==> config.mk <==
export PLATFORM = sky130hd
export DESIGN_NAME = cook_timer_counter
export DESIGN_NICKNAME = d
export VERILOG_FILES = /design/src/rtl/cook_timer_counter.sv
export SDC_FILE = /design/constraint.sdc
export NUM_CORES = 1
export LEC_CHECK = 0
export BUFFER_PORTS_ARGS = -buffer_cell sky130_fd_sc_hd__buf_2
export CAP_MARGIN = 20
export CORE_UTILIZATION = 56
export CTS_CLUSTER_DIAMETER = 50
export CTS_CLUSTER_SIZE = 12
export DETAILED_ROUTE_END_ITERATION = 8
export MAX_ROUTING_LAYER = met4
export PLACE_DENSITY = 0.88
export SLEW_MARGIN = 20
export SYNTH_ARGS = -nofsm -noshare
export SYNTH_HDL_FRONTEND = slang
export SYNTH_SLANG_ARGS = --single-unit
==> constraint.sdc <==
create_clock -name clock -period 2.9 [get_ports clock]
set_clock_uncertainty 0.2 [all_clocks]
set_input_delay 0.435 -clock clock [delete_from_list [all_inputs] [get_ports clock]]
set_output_delay 0.435 -clock clock [all_outputs]
set_load 0.005 [all_outputs]
==> src/rtl/cook_timer_counter.sv <==
// MM:SS cook timer: keypad digit entry, tick-driven BCD countdown, done hold.
// Optional COOK_TIMER_NORMALIZE_EN folds seconds-tens 6..9 into minutes on start.
`timescale 1ns/1ps
module cook_timer_counter #(
   parameter logic [3:0] SEC_TENS_WRAP   = 4'd5,
   parameter logic [3:0] DONE_HOLD_TICKS = 4'd3
) (
   input  logic       clock,
   input  logic       clear,
   input  logic       load_,
   input  logic [3:0] bcd_in,
   input  logic       pgt_clock,
   input  logic       start,
   input  logic       stop,
   input  logic       cancel,
   output logic [3:0] sec_ones,
   output logic [3:0] sec_tens,
   output logic [3:0] min_ones,
   output logic [3:0] min_tens,
   output logic       zero,
   output logic       counting,
   output logic       done
);

   typedef enum logic [1:0] {IDLE, COUNT, PAUSE, DONE} state_t;
   state_t state;

   logic       load_q, tick_q;
   logic [3:0] hold_cnt;
   logic       strobe, tick;
   logic [3:0] d_so, d_st, d_mo, d_mt;
   logic       dec_zero;
   logic [3:0] n_so, n_st, n_mo, n_mt;

   assign strobe = load_q & ~load_;
   assign tick   = ~tick_q & pgt_clock;
   assign zero   = (sec_ones == 4'd0) && (sec_tens == 4'd0) &&
                   (min_ones == 4'd0) && (min_tens == 4'd0);

   // One-second BCD decrement with borrow ripple.
   always_comb begin
      d_so = sec_ones - 4'd1;
      d_st = sec_tens;
      d_mo = min_ones;
      d_mt = min_tens;
      if (sec_ones == 4'd0) begin
         d_so = 4'd9;
         if (sec_tens == 4'd0) begin
            d_st = SEC_TENS_WRAP;
            if (min_ones == 4'd0) begin
               d_mo = 4'd9;
               d_mt = min_tens - 4'd1;
            end else begin
               d_mo = min_ones - 4'd1;
            end
         end else begin
            d_st = sec_tens - 4'd1;
         end
      end
      dec_zero = ({d_mt, d_mo, d_st, d_so} == 16'h0000);
   end

   // Digits as they enter COUNT.
   always_comb begin
      n_so = sec_ones;
      n_st = sec_tens;
      n_mo = min_ones;
      n_mt = min_tens;
`ifdef COOK_TIMER_NORMALIZE_EN
      if (sec_tens > 4'd5) begin
         if (min_tens == 4'd9 && min_ones == 4'd9) begin
            n_st = 4'd5;
            n_so = 4'd9;
         end else begin
            n_st = sec_tens - 4'd6;
            if (min_ones == 4'd9) begin
               n_mo = 4'd0;
               n_mt = min_tens + 4'd1;
            end else begin
               n_mo = min_ones + 4'd1;
            end
         end
      end
`endif
   end

   always_ff @(posedge clock or posedge clear) begin
      if (clear) begin
         state    <= IDLE;
         sec_ones <= 4'd0;
         sec_tens <= 4'd0;
         min_ones <= 4'd0;
         min_tens <= 4'd0;
         counting <= 1'b0;
         done     <= 1'b0;
         hold_cnt <= 4'd0;
         load_q   <= 1'b1;
         tick_q   <= 1'b0;
      end else begin
         load_q <= load_;
         tick_q <= pgt_clock;
         case (state)
            IDLE: begin
               if (cancel) begin
                  {min_tens, min_ones, sec_tens, sec_ones} <= 16'h0000;
               end else if (start && !stop && !zero) begin
                  state    <= COUNT;
                  counting <= 1'b1;
                  sec_ones <= n_so;
                  sec_tens <= n_st;
                  min_ones <= n_mo;
                  min_tens <= n_mt;
               end else if (strobe && bcd_in <= 4'd9) begin
                  min_tens <= min_ones;
                  min_ones <= sec_tens;
                  sec_tens <= sec_ones;
                  sec_ones <= bcd_in;
               end
            end
            COUNT: begin
               if (cancel) begin
                  state    <= IDLE;
                  counting <= 1'b0;
                  {min_tens, min_ones, sec_tens, sec_ones} <= 16'h0000;
               end else if (stop) begin
                  state    <= PAUSE;
                  counting <= 1'b0;
               end else if (tick) begin
                  sec_ones <= d_so;
                  sec_tens <= d_st;
                  min_ones <= d_mo;
                  min_tens <= d_mt;
                  if (dec_zero) begin
                     state    <= DONE;
                     counting <= 1'b0;
                     done     <= 1'b1;
                     hold_cnt <= 4'd0;
                  end
               end
            end
            PAUSE: begin
               if (cancel) begin
                  state <= IDLE;
                  {min_tens, min_ones, sec_tens, sec_ones} <= 16'h0000;
               end else if (start && !stop) begin
                  state    <= COUNT;
                  counting <= 1'b1;
               end
            end
            DONE: begin
               if (cancel) begin
                  state <= IDLE;
                  done  <= 1'b0;
               end else if (tick) begin
                  hold_cnt <= hold_cnt + 4'd1;
                  if (hold_cnt + 4'd1 >= DONE_HOLD_TICKS) begin
                     state <= IDLE;
                     done  <= 1'b0;
                  end
               end
            end
            default: begin
               state    <= IDLE;
               counting <= 1'b0;
               done     <= 1'b0;
            end
         endcase
      end
   end

endmodule
==> results of run 1 <==
-- what timing repair did --
action / CTS / global route
gates resized for setup: 0 / 2
setup endpoints to repair: 0 / 16
endpoints found under the hold margin: 26 / 0
setup buffers: 0 / 0
hold buffers: 2 / 0
-- synthesized netlist by cell type (all sizes together), types with 5 or more instances --
cell / n
nand2: 14
nand2b: 5
a21oi: 17
dfrtp: 25
nand3: 6
buf: 5
ha: 8
a22oi: 8
inv: 13
nor2: 27
o21ai: 28
nor4: 14
-- critical path, stage by stage, from the launching register on --
cell	delay, ps
dfrtp_1	420
inv_1	140
ha_1	170
or3b_2	490
nor4_4	370
o211ai_2	140
a21o_4	330
o21ai_0	190
o21ai_0	100
-- layout make-up --
type                       count  area (sq um)  share of cell area (%)
tap                           46          57.6                    2.57
sequential                    26           652                    29.2
inverter                      13          48.8                    2.18
timing repair buffer          40           233                    10.4
multi-input combinational    180          1210                    54.1
clock buffer                   4          36.3                    1.62
-- cell usage in the layout (no fill, tap or decap), types with 2 or more instances in the layout --
cell type      count
nand3_1            6
o21ai_0           21
buf_4              9
nor4_4             3
o21ai_1            7
nand2_1           14
dlygate4sd3_1      2
clkbuf_4           3
o31ai_1            2
buf_2             29
nand2b_1           5
nor2_1            27
or2b_2             2
o311a_1            2
a21oi_1           17
a32oi_1            3
nor4_1            10
or3b_2             2
nor2b_1            3
dfrtp_1           25
a21o_1             2
or4_4              2
o211a_1            2
nor3_1             4
ha_1               8
nand4_1            4
a22oi_1            7
inv_1             13
o22ai_1            2
or2_2              2
-- metrics by stage --
step / hold WS, ps / cell area [sq um] / power (mW) / std cells
global route: 20.8 / 2240 / 2.71 / 309
finish: 29.3 / 2240 / 2.50 / 309
CTS: 19.0 / 2230 / 2.47 / 309
floorplan: 239 / 2000 / 1.90 / 230
detailed placement: 287 / 2170 / 2.28 / 303
global placement: 285 / 2170 / 2.25 / 303
-- layer usage --
metal	share of wire (%)	up-vias	routed length [um]
li1	-	923	-
met1	43	882	2040
met2	47	88	2220
met3	7.9	15	370
met4	1.7	0	82
met5	0	-	0
-- final timing paths --
kind	start	end	slack [ps]	cells past startpoint
max	min_tens[0]	min_ones[1]	250	8
min	pgt_clock	tick_q	30	1
max reg2reg	min_tens[0]	min_ones[1]	250	8
min reg2reg	counting	counting	320	1
max in group asynchronous	clear	load_q	1730	4
min in group asynchronous	clear	min_tens[3]	480	4
-- sequential cells by signal, indices dropped and copies added, names as in the netlist --
signal,flops
hold_cnt,4
min_ones,4
min_tens,4
sec_ones,4
sec_tens,4
state,2
counting,1
done,1
load_q,1
tick_q,1
-- logic make-up (layout without fill, tap and decap cells) --
group,count (synthesis),in the layout,synth area share (%)
AOI/OAI and AO/OA,78,78,26.1
adders and majority gates,8,8,5.01
buffers and inverters,24,57,7.21
DFF,26,26,32.6
and+or+nand+nor,94,94,29.0
-- power by group --
| group | switching (mW) | leakage (nW) | internal (mW) |
|---|---|---|---|
| logic | 1.01 | 0.677 | 0.702 |
| clock network | 0.113 | 0.0210 | 0.0770 |
| registers | 0.131 | 0.344 | 0.469 |
| total | 1.25 | 1.04 | 1.25 |
==> results by group, run 1 <==
GRT
  • First-pass GRT wire length: 7.68 mm
  • Total gr overflow: 0
  • Initial antenna violation count: 0
  • Met1 Usage GRT: 37.7%
  • M2 GR Usage: 42.4%
  • GRT Resource Usage Total: 27.9%
  • Grt peak-use layer: met2
  • M3 GR Usage: 4.76%
  • Vias in the first global route: 1730
  • Largest net degree at the start of global routing: 30

Run status
  • Status: finished clean

Logic synthesis
  • Top-area cell type share of the netlist area: 31.3%
  • Syn_nets: 249
  • Ys async rst share: 100%
  • Mapped Area: 2000 sq um
  • Post-synth cell types: 54
  • Yosys reg bits: 26
  • Ys flop type: dfrtp_1
  • Number of synthesized flops with an enable pin: 0
  • Post-Syn Area per Cell: 8.68 sq um
  • Post-Syn Instances: 230
  • Synthesis Warnings: 0
  • Post-synthesis sequential area ratio: 32.6%
  • Largest area contributor in the netlist: dfrtp_1
  • Ranking of synthesized cells by area: dfrtp_1 31%, o21ai_0 5.3%, nor2_1 5.1%

STA
  • Worst slew pin tran: 501 ps
  • Final Hold Fails: 0
  • Setup ws final: 245 ps
  • Final TNS setup: 0 ps
  • Count of final max-slew check failures: 0
  • Fmax: approximately 380 MHz
  • Final Cycle Share: ~90%
  • RSZ-0062 raised after global routing: no
  • Crit path time final: between 2000 and 3000 ps
  • Slew headroom: 66.6%
  • Finish-stage setup viols: 0

Floorplan
  • Full die area: 3810 sq um
  • Initial core utilization: 59.4%
  • Rows: 21
  • Core area: 3360 sq um
  • Chip height: 61.7 um
  • Die Span X: around 62 um
  • IO Pins: 30

Drt
  • Iter 0 DRT Violations: 98
  • Drt first pass iters: 5
  • Routed Antenna Nets: 0
  • Via density: 6.17
  • Post-DR wirelength/cell: 15.2 um
  • Vias: 1908
  • DRC Markers: 0
  • Wirelength, routed: 4.71 mm

Worst hold path
  • HP Class: input pin to flip-flop

Clock network
  • Clk_lat worst skew: 330 ps
  • CTS root buf: clkbuf_4
  • Number of buffers created by CTS: 3
  • Clock sink total: 26
  • Reg clk slew, reported paths: 140 ps
  • CTS Buffer Depth: 2
  • CTS tree: yes
  • CTS H-tree lvls: 1

Placement
  • Worst slack, placed: 50.8 ps
  • Port Buf Inserts: 29
  • Final Wtd Congestion: 0.906
  • HPWL Detailed: 3.45 mm

Layout
  • P&R area growth vs syn: 12.0%
  • Diodes inserted: 0
  • Final Util: approximately 66%
  • Layout cells sized above 1: a little under a quarter
  • # fillers: 293
  • Fin nets: around 280

Critical path
  • CP Class: flip-flop to flip-flop
  • Nature of the critical path startpoint: flip-flop
  • Crit end category: flip-flop
  • WP data required: 2920 ps
  • Crit path DAT: 2680 ps
  • Worst Path Max Fanout: 29

Pwr
  • Maximum vdd drop: 0.612 mV
  • Power per cell area: 1120 nW/um^2
  • Leak: roughly 1.0 nW

Run
  • Max Cap Viol: 0
No activity file was read; power rests on OpenSTA's default activity.
==> run 2: changes to the inputs <==
Settings changed: CORE_ASPECT_RATIO set to 0.5.
==> run 2 against run 1 <==
Net effect:
- first-iteration DRC count rose to 3.3 times the previous value
- sequential share of layout area is 0.35 points lower
- routed wire length is 12% higher
- die area grew 0.38%
- critical path depth decreased by 3
- hold slack better by 34 ps
- power rose by 8.4%
- clock power grew 64%
==> results by group, run 2 (synthesis results as in run 1) <==
Drt
  • Via density: 6.33 (was 6.17)
  • Routed Antenna Nets: 0 (unchanged)
  • Wirelength, routed: 5.26 mm (was 4.71 mm)
  • DRC Markers: 0 (unchanged)
  • Post-DR wirelength/cell: 17.0 um (was 15.2 um)
  • Iter 0 DRT Violations: 325 (was 98)
  • Drt first pass iters: 5 (unchanged)
  • Vias: 1963 (was 1908)

Placement
  • Port Buf Inserts: 29 (unchanged)
  • Placed Area: 2170 sq um (about the same)
  • Final Wtd Congestion: 1.02 (was 0.906)
  • Worst slack, placed: 39.8 ps (was 50.8 ps)
  • HPWL Detailed: 3.73 mm (was 3.45 mm)

Floorplan
  • Full die area: 3820 sq um (was 3810 sq um)
  • Die Span X: 86.5 um (was 61.7 um)
  • Initial core utilization: 62.6% (was 59.4%)
  • Core area: 3190 sq um (was 3360 sq um)
  • Rows: 14 (was 21)
  • IO Pins: 30 (unchanged)
  • Chip height: 44.2 um (was 61.7 um)

Critical path
  • WP data required: 2270 ps (was 2920 ps)
  • Crit end category: output port (was flip-flop)
  • Crit path DAT: 2150 ps (was 2680 ps)
  • Worst Path Max Fanout: 8 (was 29)
  • CP Class: flip-flop to output port (was flip-flop to flip-flop)
  • Nature of the critical path startpoint: flip-flop (unchanged)

Layout
  • Fin nets: 282 (was 283)
  • Final Util: 71.0% (was 66.5%)
  • Diodes inserted: 0 (unchanged)
  • Commonest cells after routing, fill and taps aside: 29 x buf_2, 27 x nor2_1, 25 x dfrtp_1 (unchanged)
  • # fillers: 251 (was 293)
  • Layout cells sized above 1: 24.0% (about the same)
  • Fin area: 2260 sq um (was 2240 sq um)
  • P&R area growth vs syn: 13.3% (was 12.0%)
  • Most common cell after layout, fill and taps aside: buf_2 (unchanged)

Pwr
  • Leak: 1.05 nW (was 1.04 nW)
  • Total power: 2.71 mW (was 2.50 mW)
  • Maximum vdd drop: 0.552 mV (was 0.612 mV)
  • Power per cell area: 1200 nW/um^2 (was 1120 nW/um^2)

Clock network
  • Post-CTS Setup Bufs: 0 (unchanged)
  • CTS H-tree lvls: 1 (unchanged)
  • Clock sink total: 26 (unchanged)
  • Number of buffers created by CTS: 3 (unchanged)
  • CTS Buffer Depth: 2 (unchanged)
  • CTS tree: yes (unchanged)
  • Clk_lat worst skew: 280 ps (was 330 ps)
  • Reg clk slew, reported paths: 100 ps (was 140 ps)
  • CTS root buf: clkbuf_8 (was clkbuf_4)

STA
  • Final Hold Fails: 0 (unchanged)
  • Fmax: 358 MHz (was 377 MHz)
  • Final Cycle Share: 96.2% (was 91.5%)
  • Count of final max-slew check failures: 0 (unchanged)
  • Setup ws final: 110 ps (was 245 ps)
  • Finish-stage setup viols: 0 (unchanged)
  • Worst slew pin tran: 682 ps (was 501 ps)
  • Crit path time final: 2790 ps (was 2650 ps)
  • Slew headroom: 54.1% (was 66.6%)
  • RSZ-0062 raised after global routing: no (unchanged)
  • Final TNS setup: 0 ps (unchanged)

GRT
  • Largest net degree at the start of global routing: 30 (unchanged)
  • First-pass GRT wire length: 8.66 mm (was 7.68 mm)
  • Vias in the first global route: 1825 (was 1730)
  • Initial antenna violation count: 0 (unchanged)
  • Total gr overflow: 0 (unchanged)
  • GRT Resource Usage Total: 30.7% (was 27.9%)

Run status
  • Status: finished clean (unchanged)

Run
  • Max Cap Viol: 0 (unchanged)

Worst hold path
  • HP Class: input pin to flip-flop (unchanged)
==> run 2: cell types whose count changed in the layout (fill, tap and decap cells not counted) <==
cell,change
dlygate4sd3_1,-1
bufinv_16,+1
clkbuf_8,+2
clkbuf_4,-3
==> run 2: worst paths after layout <==
kind | slack (ps) | cells past startpoint | startpoint | endpoint
setup / recovery | 110 | 5 | sec_ones[0] | zero
hold / removal | 60 | 1 | load_ | load_q
setup reg to reg | 140 | 6 | sec_ones[0] | hold_cnt[3]
hold reg to reg | 310 | 1 | counting | counting
max in group asynchronous | 1410 | 4 | clear | min_tens[2]
min in group asynchronous | 500 | 3 | clear | min_tens[0]
==> run 2: what timing repair did <==
item,in CTS,in global routing
endpoints found under the hold margin,11,0
endpoints found under the setup margin,0,15
hold buffers,1,0
gates resized for setup,0,2
==> run 2: per-stage QoR <==
step	hold slack, ps	std cells
floorplan	239	230
CTS	55.2	310
global placement	279	305
detailed placement	286	305
finish	62.9	310
global route	48.0	310
==> run 2: per-layer routing <==
| metal | routed length, um | global-route usage (%) | vias to the layer above |
|---|---|---|---|
| met5 | 0 | - | - |
| met4 | 72 | 7.00 | 0 |
| met3 | 461 | 8.02 | 10 |
| met2 | 2430 | 47.3 | 113 |
| met1 | 2310 | 41.1 | 920 |
| li1 | - | - | 920 |
==> run 2: layout make-up <==
class	instances	area [sq um]	share of cell area (%)
clock buffer	3	41.3	1.82
clock inverter	1	30.0	1.33
inverter	13	48.8	2.16
multi-input combinational	180	1210	53.4
sequential	26	652	28.8
tap	48	60.1	2.65
timing repair buffer	39	223	9.84
==> run 2: power by group <==
part,switching [mW],internal [mW]
clock network,0.126,0.185
logic,1.05,0.723
registers,0.159,0.469
==> run 2: worst max-delay path, stage by stage, from the launching register on <==
cell and delay (ps):
dfrtp_1 490, nor4_1 650, nand4_1 260, buf_4 220, nor2_1 120, buf_2 130
